File: config.mk
export PLATFORM = sky130hd
export DESIGN_NAME = dac_serial_tx_flat
export DESIGN_NICKNAME = d
export VERILOG_FILES = /design/src/rtl/dac_serial_tx_if.sv /design/src/rtl/dac_serial_tx.sv /design/src/flat_wrapper.sv
export SDC_FILE = /design/constraint.sdc
export NUM_CORES = 1
export LEC_CHECK = 0
export BUFFER_PORTS_ARGS = -buffer_cell sky130_fd_sc_hd__buf_2
export CAP_MARGIN = 20
export CORE_UTILIZATION = 45
export CTS_CLUSTER_SIZE = 8
export DETAILED_ROUTE_END_ITERATION = 7
export HOLD_SLACK_MARGIN = 0.08
export PLACE_DENSITY = 0.74
export SETUP_SLACK_MARGIN = 0.3
export SLEW_MARGIN = 5
export SYNTH_ARGS = -nofsm -noshare
export SYNTH_HDL_FRONTEND = slang
export SYNTH_SLANG_ARGS = --single-unit
File: constraint.sdc
create_clock -name clk -period 2 [get_ports clk]
set_input_delay 0.3 -clock clk [delete_from_list [all_inputs] [get_ports clk]]
set_output_delay 0.3 -clock clk [all_outputs]
set_load 0.02 [all_outputs]
File: src/rtl/dac_serial_tx_if.sv
`default_nettype none
// dac_serial_tx_if: start/busy/done handshake and channel words for dac_serial_tx.
// Rev 1.0
interface dac_serial_tx_if #(
  parameter int DATA_W = 12,
  parameter int CMD_W  = 4,
  parameter int N_CH   = 2
);
  logic                   start;
  logic [N_CH*DATA_W-1:0] ch_data;
  logic [N_CH*CMD_W-1:0]  ch_cmd;
  logic                   busy;
  logic                   done;

  modport master (output start, ch_data, ch_cmd, input busy, done);
  modport slave  (input start, ch_data, ch_cmd, output busy, done);
endinterface
`default_nettype wire

File: src/rtl/dac_serial_tx.sv
`default_nettype none
// dac_serial_tx: self-clocked serial DAC transmitter sending N_CH {cmd,data} frames per start.
// Rev 1.0
module dac_serial_tx #(
  parameter int DATA_W    = 12,
  parameter int FRAME_W   = 16,
  parameter int N_CH      = 2,
  parameter int CLK_DIV   = 4,
  parameter int GAP_TICKS = 2,
  parameter int MSB_FIRST = 1
) (
  input  wire logic      clk,
  input  wire logic      rst,
  dac_serial_tx_if.slave ctl,
  output logic           sclk,
  output logic           sync_n,
  output logic           sdata
);
  localparam int CMD_W = FRAME_W - DATA_W;
  localparam int DIV_W = (CLK_DIV > 1) ? $clog2(CLK_DIV) : 1;
  localparam int GAP_W = (GAP_TICKS > 1) ? $clog2(GAP_TICKS) : 1;
  localparam int CH_W  = (N_CH > 1) ? $clog2(N_CH) : 1;
  localparam int BIT_W = $clog2(FRAME_W + 1);

  typedef enum logic [2:0] {
    S_IDLE  = 3'd0,
    S_LOAD  = 3'd1,
    S_SHIFT = 3'd2,
    S_GAP   = 3'd3,
    S_DONE  = 3'd4
  } state_t;

  state_t                 state, state_nxt;
  logic [DIV_W-1:0]       div_cnt;
  logic [GAP_W-1:0]       gap_cnt;
  logic [BIT_W-1:0]       bit_cnt;
  logic [CH_W-1:0]        ch_idx, idx_inc;
  logic [N_CH*DATA_W-1:0] sh_data;
  logic [N_CH*CMD_W-1:0]  sh_cmd;
  logic [FRAME_W-1:0]     frm, frm_nxt;
  logic                   tick;

  function automatic logic first_bit(input logic [FRAME_W-1:0] f);
    return (MSB_FIRST != 0) ? f[FRAME_W-1] : f[0];
  endfunction

  assign tick    = (state != S_IDLE) && (div_cnt == DIV_W'(CLK_DIV - 1));
  assign idx_inc = ch_idx + 1'b1;

  always_comb begin
    state_nxt = state;
    frm_nxt   = frm;
    case (state)
      S_IDLE: begin
        if (ctl.start) begin
          state_nxt = S_LOAD;
          frm_nxt   = {ctl.ch_cmd[CMD_W-1:0], ctl.ch_data[DATA_W-1:0]};
        end
      end
      S_LOAD: begin
        if (tick) state_nxt = S_SHIFT;
      end
      S_SHIFT: begin
        // Rising sclk toggle: either move to the next bit or finish the frame
        if (tick && !sclk) begin
          if (bit_cnt == BIT_W'(FRAME_W)) state_nxt = S_GAP;
          else if (MSB_FIRST != 0)        frm_nxt = {frm[FRAME_W-2:0], 1'b0};
          else                            frm_nxt = {1'b0, frm[FRAME_W-1:1]};
        end
      end
      S_GAP: begin
        if (tick && gap_cnt == GAP_W'(GAP_TICKS - 1)) begin
          if (int'(ch_idx) < N_CH - 1) begin
            state_nxt = S_LOAD;
            frm_nxt   = {sh_cmd[int'(idx_inc)*CMD_W +: CMD_W],
                         sh_data[int'(idx_inc)*DATA_W +: DATA_W]};
          end else begin
            state_nxt = S_DONE;
          end
        end
      end
      S_DONE:  state_nxt = S_IDLE;
      default: state_nxt = S_IDLE;
    endcase
  end

  always_ff @(posedge clk or posedge rst) begin
    if (rst) begin
      state     <= S_IDLE;
      div_cnt   <= '0;
      gap_cnt   <= '0;
      bit_cnt   <= '0;
      ch_idx    <= '0;
      sh_data   <= '0;
      sh_cmd    <= '0;
      frm       <= '0;
      sclk      <= 1'b1;
      sync_n    <= 1'b1;
      sdata     <= 1'b0;
      ctl.busy  <= 1'b0;
      ctl.done  <= 1'b0;
    end else begin
      state <= state_nxt;
      frm   <= frm_nxt;

      div_cnt <= (state == S_IDLE || tick) ? '0 : div_cnt + 1'b1;

      if (state == S_IDLE && ctl.start) begin
        sh_data <= ctl.ch_data;
        sh_cmd  <= ctl.ch_cmd;
      end

      if (state_nxt == S_LOAD)                bit_cnt <= '0;
      else if (state == S_SHIFT && tick && sclk) bit_cnt <= bit_cnt + 1'b1;

      if (state != S_GAP) gap_cnt <= '0;
      else if (tick)      gap_cnt <= gap_cnt + 1'b1;

      if (state == S_GAP && state_nxt == S_LOAD)    ch_idx <= idx_inc;
      else if (state == S_DONE || state == S_IDLE) ch_idx <= '0;

      if (state != S_SHIFT) sclk <= 1'b1;
      else if (tick)        sclk <= ~sclk;

      // Outputs are registered from the next state so they never glitch
      sync_n   <= !(state_nxt == S_LOAD || state_nxt == S_SHIFT);
      sdata    <= (state_nxt == S_LOAD || state_nxt == S_SHIFT) ? first_bit(frm_nxt) : 1'b0;
      ctl.busy <= (state_nxt == S_LOAD || state_nxt == S_SHIFT || state_nxt == S_GAP);
      ctl.done <= (state_nxt == S_DONE);
    end
  end
endmodule
`default_nettype wire

File: src/flat_wrapper.sv
// flat-port wrapper written by rule: the top's interface ports become plain ports
module dac_serial_tx_flat 
#(
  parameter int DATA_W    = 12,
  parameter int FRAME_W   = 16,
  parameter int N_CH      = 2,
  parameter int CLK_DIV   = 4,
  parameter int GAP_TICKS = 2,
  parameter int MSB_FIRST = 1
)
  (clk, rst, sclk, sync_n, sdata, ctl_start, ctl_ch_data, ctl_ch_cmd, ctl_busy, ctl_done);
  dac_serial_tx_if #(.DATA_W(DATA_W), .CMD_W(4), .N_CH(N_CH)) ctl_i ();
  input  wire logic clk;
  input  wire logic rst;
  output logic sclk;
  output logic sync_n;
  output logic sdata;
  input wire logic [$bits(ctl_i.start)-1:0] ctl_start;
  input wire logic [$bits(ctl_i.ch_data)-1:0] ctl_ch_data;
  input wire logic [$bits(ctl_i.ch_cmd)-1:0] ctl_ch_cmd;
  output wire logic [$bits(ctl_i.busy)-1:0] ctl_busy;
  output wire logic [$bits(ctl_i.done)-1:0] ctl_done;
  assign ctl_i.start = ctl_start;
  assign ctl_i.ch_data = ctl_ch_data;
  assign ctl_i.ch_cmd = ctl_ch_cmd;
  assign ctl_busy = ctl_i.busy;
  assign ctl_done = ctl_i.done;
  dac_serial_tx #(.DATA_W(DATA_W), .FRAME_W(FRAME_W), .N_CH(N_CH), .CLK_DIV(CLK_DIV), .GAP_TICKS(GAP_TICKS), .MSB_FIRST(MSB_FIRST)) u_core (.clk(clk), .rst(rst), .ctl(ctl_i), .sclk(sclk), .sync_n(sync_n), .sdata(sdata));
endmodule
==> flow_summary_export.csv, run 1 <==
group,metric,value,unit
clock_tree,clk_latency,0.31,ns
placement,portBuffers,39,
pwr,switching_power,376,uW
pwr,p_total,1.77,mW
synth,seq_area_frac_synth,54.1,%
critical_path,startpoint_type,"flop",
drt,via_per_inst,5.36,
synth,synth_area_per_cell,12.5,sq um
die,core_area,4790,sq um
synth,yosysMostFrequentCell,"dfrtp_1",
placement,detailed_place_hpwl,3230,um
global_routing,grt_pass1_wl,7960,um
synth,synth_flop_cell,"dfrtp_1",
synth,synth_area_leaders,"dfrtp_1, mux2_2, a221o_1",
critical_path,slowest_delay,0.41,ns
global_routing,gr-usage-met2,28.0,%
timing,clock.fmax,566,MHz
synth,yosysTopAreaCellShare,51.8,%
timing,fin_crit_sh,88.4,%
timing,fin_crit,1.77,ns
die,initial_core_util,47.5,%
global_routing,grt_use_total,20.0,%
pwr,seqPwrFrac,55.9,%
clock_tree,clock-sinks,49,
critical_path,end_kind,"flop",
critical_path,crit_type,"flop to flop",
synth,syn-cell-area,2270,sq um
die,dieArea,5330,sq um
pwr,p_per_area,613,nW/um^2
pwr,swShare,21.2,%
critical_path,crit_required,2.25,ns
timing,hold_violations,0,
synth,yosysWarnings,0,
outcome,outcome,"completed",
die,row_count,25,
global_routing,met1_usage,30.1,%
timing,slew_headroom,65.2,%
timing,setup_viol,0,
critical_path,cp_cell_sequence,"ha_4, buf_6, and4bb_4, or3b_4, and3_4, or2_1",
global_routing,grt_max_degree,32,
clock_tree,cts_buffers,5,
final_layout,layout.nets,278,
pwr,irDropWorstVdd,0.333,mV
timing,tightest_slew,0.523,ns
clock_tree,root_buffer,"clkbuf_8",
pwr,clockPowerShare,40.6,%
die,io_pins,40,
pwr,p_int,1.39,mW
timing,clock_skew,0.0149,ns
clock_tree,htree_levels,2,
critical_path,critical_path_buf_inv_count,1,
worst_hold_path,hold_class,"input pin to flop",
pwr,p_leak,1.41,nW
drt,drc_errors,0,
die,fp.dieW,73.0,um
pwr,p_comb_share,3.5,%
synth,syn_inst,182,
global_routing,busiest_layer,"met1",
final_layout,final_area,2890,sq um
critical_path,critPathTopFamily,"simple AND/OR/NAND/NOR gates",
final_layout,fin_util,60.3,%
job,cap_violations,0,
final_layout,area_delta_synth_final,27.2,%
drt,first_iter_violations,174,
drt,drtPass1Iterations,4,
global_routing,antenna_found_initial,0,
drt,ant_nets,0,
global_routing,gr-total-overflow,0,
drt,drt-total-wl,5030,um
clock_tree,path_clk_slew,0.10,ns
placement,gp_congestion,0.801,
final_layout,drive_above_1_share,45.6,%
synth,ys_async_sr_fraction,100,%
drt,wl_per_cell,16.3,um
timing,maxSlewViolCount,0,
synth,synth-seq-cells,49,
timing,tns,0,ns
clock_tree,clk_path_buf_depth,2,
placement,place_area,2560,sq um
synth,yosys.area.top_type,"dfrtp_1",
timing,rsz0062_at_grt,"yes",
critical_path,crit_fanout,6,
synth,synth.distinct_cells,43,
global_routing,grt_pass1_vias,1621,
drt,routed-via-count,1652,
final_layout,antenna_cells,0,
synth,ys_top_cells_by_count,"dfrtp_1, mux2_2, a221o_1, a22o_1, inv_1",
timing,holdWs,0.221,ns
synth,synth_edf_count,0,
synth,syn_nets,220,
die,die_y,73.0,um
critical_path,arrival,2.02,ns
global_routing,gr-usage-met3,3.18,%
clock_tree,cts_tree,"built",
critical_path,crit_slowest_cell,"or3b_4",
==> power groups by stage <==
stage,clock (mW),combinational [mW],sequential (mW)
6_report,0.719,0.0614,0.990
5_1_grt,0.776,0.0687,0.990
4_1_cts,0.736,0.0627,0.990
3_5_place_dp,0,0.0606,1.01
3_3_place_gp,0,0.0604,1.01
2_1_floorplan,0,0.0173,1.01
==> state kept, by name (all words and copies together) (netlist names), 2 cells and up <==
| signal | flops |
|---|---|
| u_core.bit_cnt | 5 |
| u_core.div_cnt | 2 |
| u_core.frm | 16 |
| u_core.sh_cmd | 4 |
| u_core.sh_data | 12 |
| u_core.state | 3 |
==> metal layers <==
metal / vias up / routed length, um
li1: 800 / -
met1: 787 / 2400
met2: 49 / 2340
met3: 16 / 150
met4: 0 / 146
met5: - / 0
==> cells by family after synthesis <==
kind of cell	Yosys count	synth area share, %
simple gates	41	11.2
flops	49	54.1
buf+inv	21	4.90
fa+ha+maj	3	1.65
mux	18	8.82
xor+xnor	6	2.31
compound gates	44	17.0
==> through the flow <==
step | std cells | worst slack [ns]
CTS | 302 | 0.199
finish | 308 | 0.232
detailed placement | 286 | -0.00680
global placement | 286 | 0.0483
floorplan | 182 | 0.229
global route | 308 | 0.167
==> area by class of cell <==
cell class                      instances  area [sq um]
Clock buffer                            5          68.8
Sequential cell                        49          1230
Fill cell                             365          1900
Timing Repair Buffer                   62           399
Tap cell                               67          83.8
Multi-Input combinational cell        113          1030
Clock inverter                          3          43.8
Inverter                                9          33.8
==> layout by cell type, fill, tap and decap left out, drive strengths merged, types with 2 or more instances in the layout <==
| master | instances |
|---|---|
| o21ai | 2 |
| nand3 | 3 |
| buf | 61 |
| dfrtp | 47 |
| inv | 10 |
| and3 | 5 |
| a21oi | 5 |
| nor2 | 6 |
| xor2 | 3 |
| clkbuf | 5 |
| a221o | 16 |
| and2 | 3 |
| ha | 3 |
| nor3 | 6 |
| nand2 | 5 |
| nand2b | 2 |
| xnor2 | 3 |
| a211oi | 2 |
| mux2 | 16 |
| a22o | 15 |
| dfstp | 2 |
| mux2i | 2 |
==> worst paths after layout <==
path / slack, ns / cells past startpoint / end / start
setup / recovery: 0.23 / 6 / u_core.sync_n$_DFF_PP1_ / u_core.div_cnt[1]$_DFF_PP0_
hold / removal: 0.22 / 2 / u_core.sh_data[14]$_DFFE_PP0P_ / ctl_ch_data[14]
setup reg to reg: 0.23 / 6 / u_core.sync_n$_DFF_PP1_ / u_core.div_cnt[1]$_DFF_PP0_
hold reg to reg: 0.49 / 1 / u_core.div_cnt[0]$_DFF_PP0_ / u_core.div_cnt[0]$_DFF_PP0_
max in group asynchronous: 0.81 / 4 / u_core.sclk$_DFFE_PP1P_ / rst
min in group asynchronous: 0.54 / 3 / u_core.frm[14]$_DFFE_PP0P_ / rst
==> what timing repair did <==
item / CTS / global route
endpoints found under the hold margin: 20 / 0
hold buffers: 1 / 0
cloned: 1 / 0
setup endpoints to repair: 40 / 42
pin swaps: 9 / 6
resized for setup: 12 / 8
setup buffers: 6 / 6
Note: power is estimated with default switching activity, not from simulation.
==> inputs of run 2 (changes only) <==
- PLACE_DENSITY: 0.74 -> 0.77
- clock period: 2 -> 1.6 ns (I/O delays scaled with it)
==> flow_summary_export.csv, run 2 (synthesized netlist as in run 1, its figures left out) <==
group,metric,value,unit
outcome,outcome,"finished with violations",
outcome,violations,"setup timing",
critical_path,crit_required,1.84,ns
drt,via_per_inst,5.53,
die,row_count,25,
timing,clock_skew,0.00812,ns
final_layout,multiInputGateArea,1100,sq um
drt,wl_per_cell,16.9,um
clock_tree,cts_tree,"built",
drt,drtPass1Iterations,4,
global_routing,gr-total-overflow,0,
final_layout,drive_above_1_share,50.8,%
global_routing,grt_pass1_vias,1747,
placement,gp_congestion,0.844,
die,io_pins,40,
critical_path,crit_type,"flop to flop",
global_routing,antenna_found_initial,0,
clock_tree,htree_levels,2,
final_layout,layout_common_cells,"dfrtp_1, buf_2, buf_4",
timing,hold_violations,0,
final_layout,layout.nets,299,
final_layout,antenna_cells,0,
pwr,irDropWorstVdd,0.491,mV
job,cap_violations,0,
drt,ant_nets,0,
timing,slew_headroom,73.0,%
critical_path,startpoint_type,"flop",
final_layout,largest_register_ffs,16,
clock_tree,clk_path_buf_depth,2,
clock_tree,path_clk_slew,0.09,ns
pwr,p_leak,1.57,nW
pwr,p_per_area,636,nW/um^2
timing,tightest_slew,0.401,ns
critical_path,r2r_cells,7,
drt,drt-total-wl,5570,um
die,die_y,73.0,um
critical_path,arrival,2.04,ns
worst_hold_path,min_path_cells,2,
placement,portBuffers,39,
timing,fin_crit_sh,112,%
placement,pre_cts_slack,-0.231,ns
critical_path,end_kind,"flop",
final_layout,regArea,1230,sq um
clock_tree,clk_latency,0.31,ns
worst_hold_path,hold_class,"input pin to flop",
placement,detailed_place_hpwl,3440,um
die,dieArea,5330,sq um
timing,tns,-3.42,ns
timing,setup_viol,40,
timing,clock.fmax,558,MHz
timing,fin_ws,-0.193,ns
die,initial_core_util,47.5,%
global_routing,grt_use_total,22.5,%
critical_path,crit_fanout,4,
die,fp.dieW,73.0,um
timing,rsz0062_at_grt,"yes",
global_routing,grt_pass1_wl,8620,um
drt,first_iter_violations,55,
clock_tree,root_buffer,"clkbuf_8",
clock_tree,clock-sinks,49,
final_layout,final_common_cell,"dfrtp_1",
timing,fin_crit,1.79,ns
final_layout,largest_registers,"u_core.frm: 16 flops, u_core.sh_data: 12 flops, u_core.bit_cnt: 5 flops",
final_layout,area_delta_synth_final,41.2,%
final_layout,fillers,326,
drt,routed-via-count,1819,
drt,drc_errors,0,
clock_tree,cts_buffers,5,
die,core_area,4790,sq um
timing,maxSlewViolCount,0,
global_routing,grt_max_degree,34,
final_layout,regMostFlops,"u_core.frm",
run 2: critical path, cell delays in order, from the launching register on:
cell and delay (ns):
dfrtp_1 0.39, inv_2 0.08, ha_4 0.13, nand4bb_1 0.14, buf_4 0.18, or3b_4 0.40, and3_4 0.19, or2_1 0.22
run 2: what timing repair did:
action,4_1_cts,5_1_grt
gates cloned,3,0
hold buffers,1,0
buffers inserted,7,3
resized for setup,26,7
setup endpoints to repair,46,47
pin swaps,18,3
hold endpoints to repair,16,0
run 2: routing by layer:
layer / global-route usage (%) / share of wire, % / up-vias
met5: 0 / 0 / -
met1: 29.4 / 44 / 918
met2: 36.4 / 50 / 60
met3: 4.70 / 4.0 / 9
li1: - / - / 832
met4: 9.15 / 2.3 / 0
run 2: stage by stage:
step	utilization [%]	instance area, sq um	hold WS [ns]	total power [mW]	std cells
3_5_place_dp	59.3	2840	0.253	1.34	307
5_1_grt	67.0	3210	0.143	2.10	329
2_1_floorplan	-	2400	0.275	1.28	182
3_3_place_gp	59.3	2840	0.247	1.34	307
4_1_cts	65.9	3150	0.146	2.05	326
6_report	67.0	3210	0.149	2.04	329
run 2: layout make-up:
class | instances | area share [%]
Inverter | 9 | 1.17
Clock buffer | 7 | 2.38
Clock inverter | 1 | 0.234
Sequential cell | 49 | 38.4
Timing Repair Buffer | 84 | 21.0
Multi-Input combinational cell | 112 | 34.3
Tap cell | 67 | 2.61
run 2: power by group:
| group | internal, mW | switching [mW] | total (mW) |
|---|---|---|---|
| combinational | 0.0392 | 0.0420 | 0.0812 |
| clock | 0.310 | 0.411 | 0.721 |
| sequential | 1.24 | 0 | 1.24 |
| total | 1.59 | 0.453 | 2.04 |
run 2: path summary, 6_finish.rpt:
path,endpoint,slack (ns),from
max in group asynchronous,u_core.sclk$_DFFE_PP1P_,0.56,rst
max reg2reg,u_core.sync_n$_DFF_PP1_,-0.19,u_core.bit_cnt[0]$_DFFE_PP0P_
min,u_core.sh_data[20]$_DFFE_PP0P_,0.15,ctl_ch_data[20]
max,u_core.sync_n$_DFF_PP1_,-0.19,u_core.bit_cnt[0]$_DFFE_PP0P_
min reg2reg,u_core.div_cnt[0]$_DFF_PP0_,0.49,u_core.div_cnt[0]$_DFF_PP0_
min in group asynchronous,u_core.sh_data[20]$_DFFE_PP0P_,0.50,rst
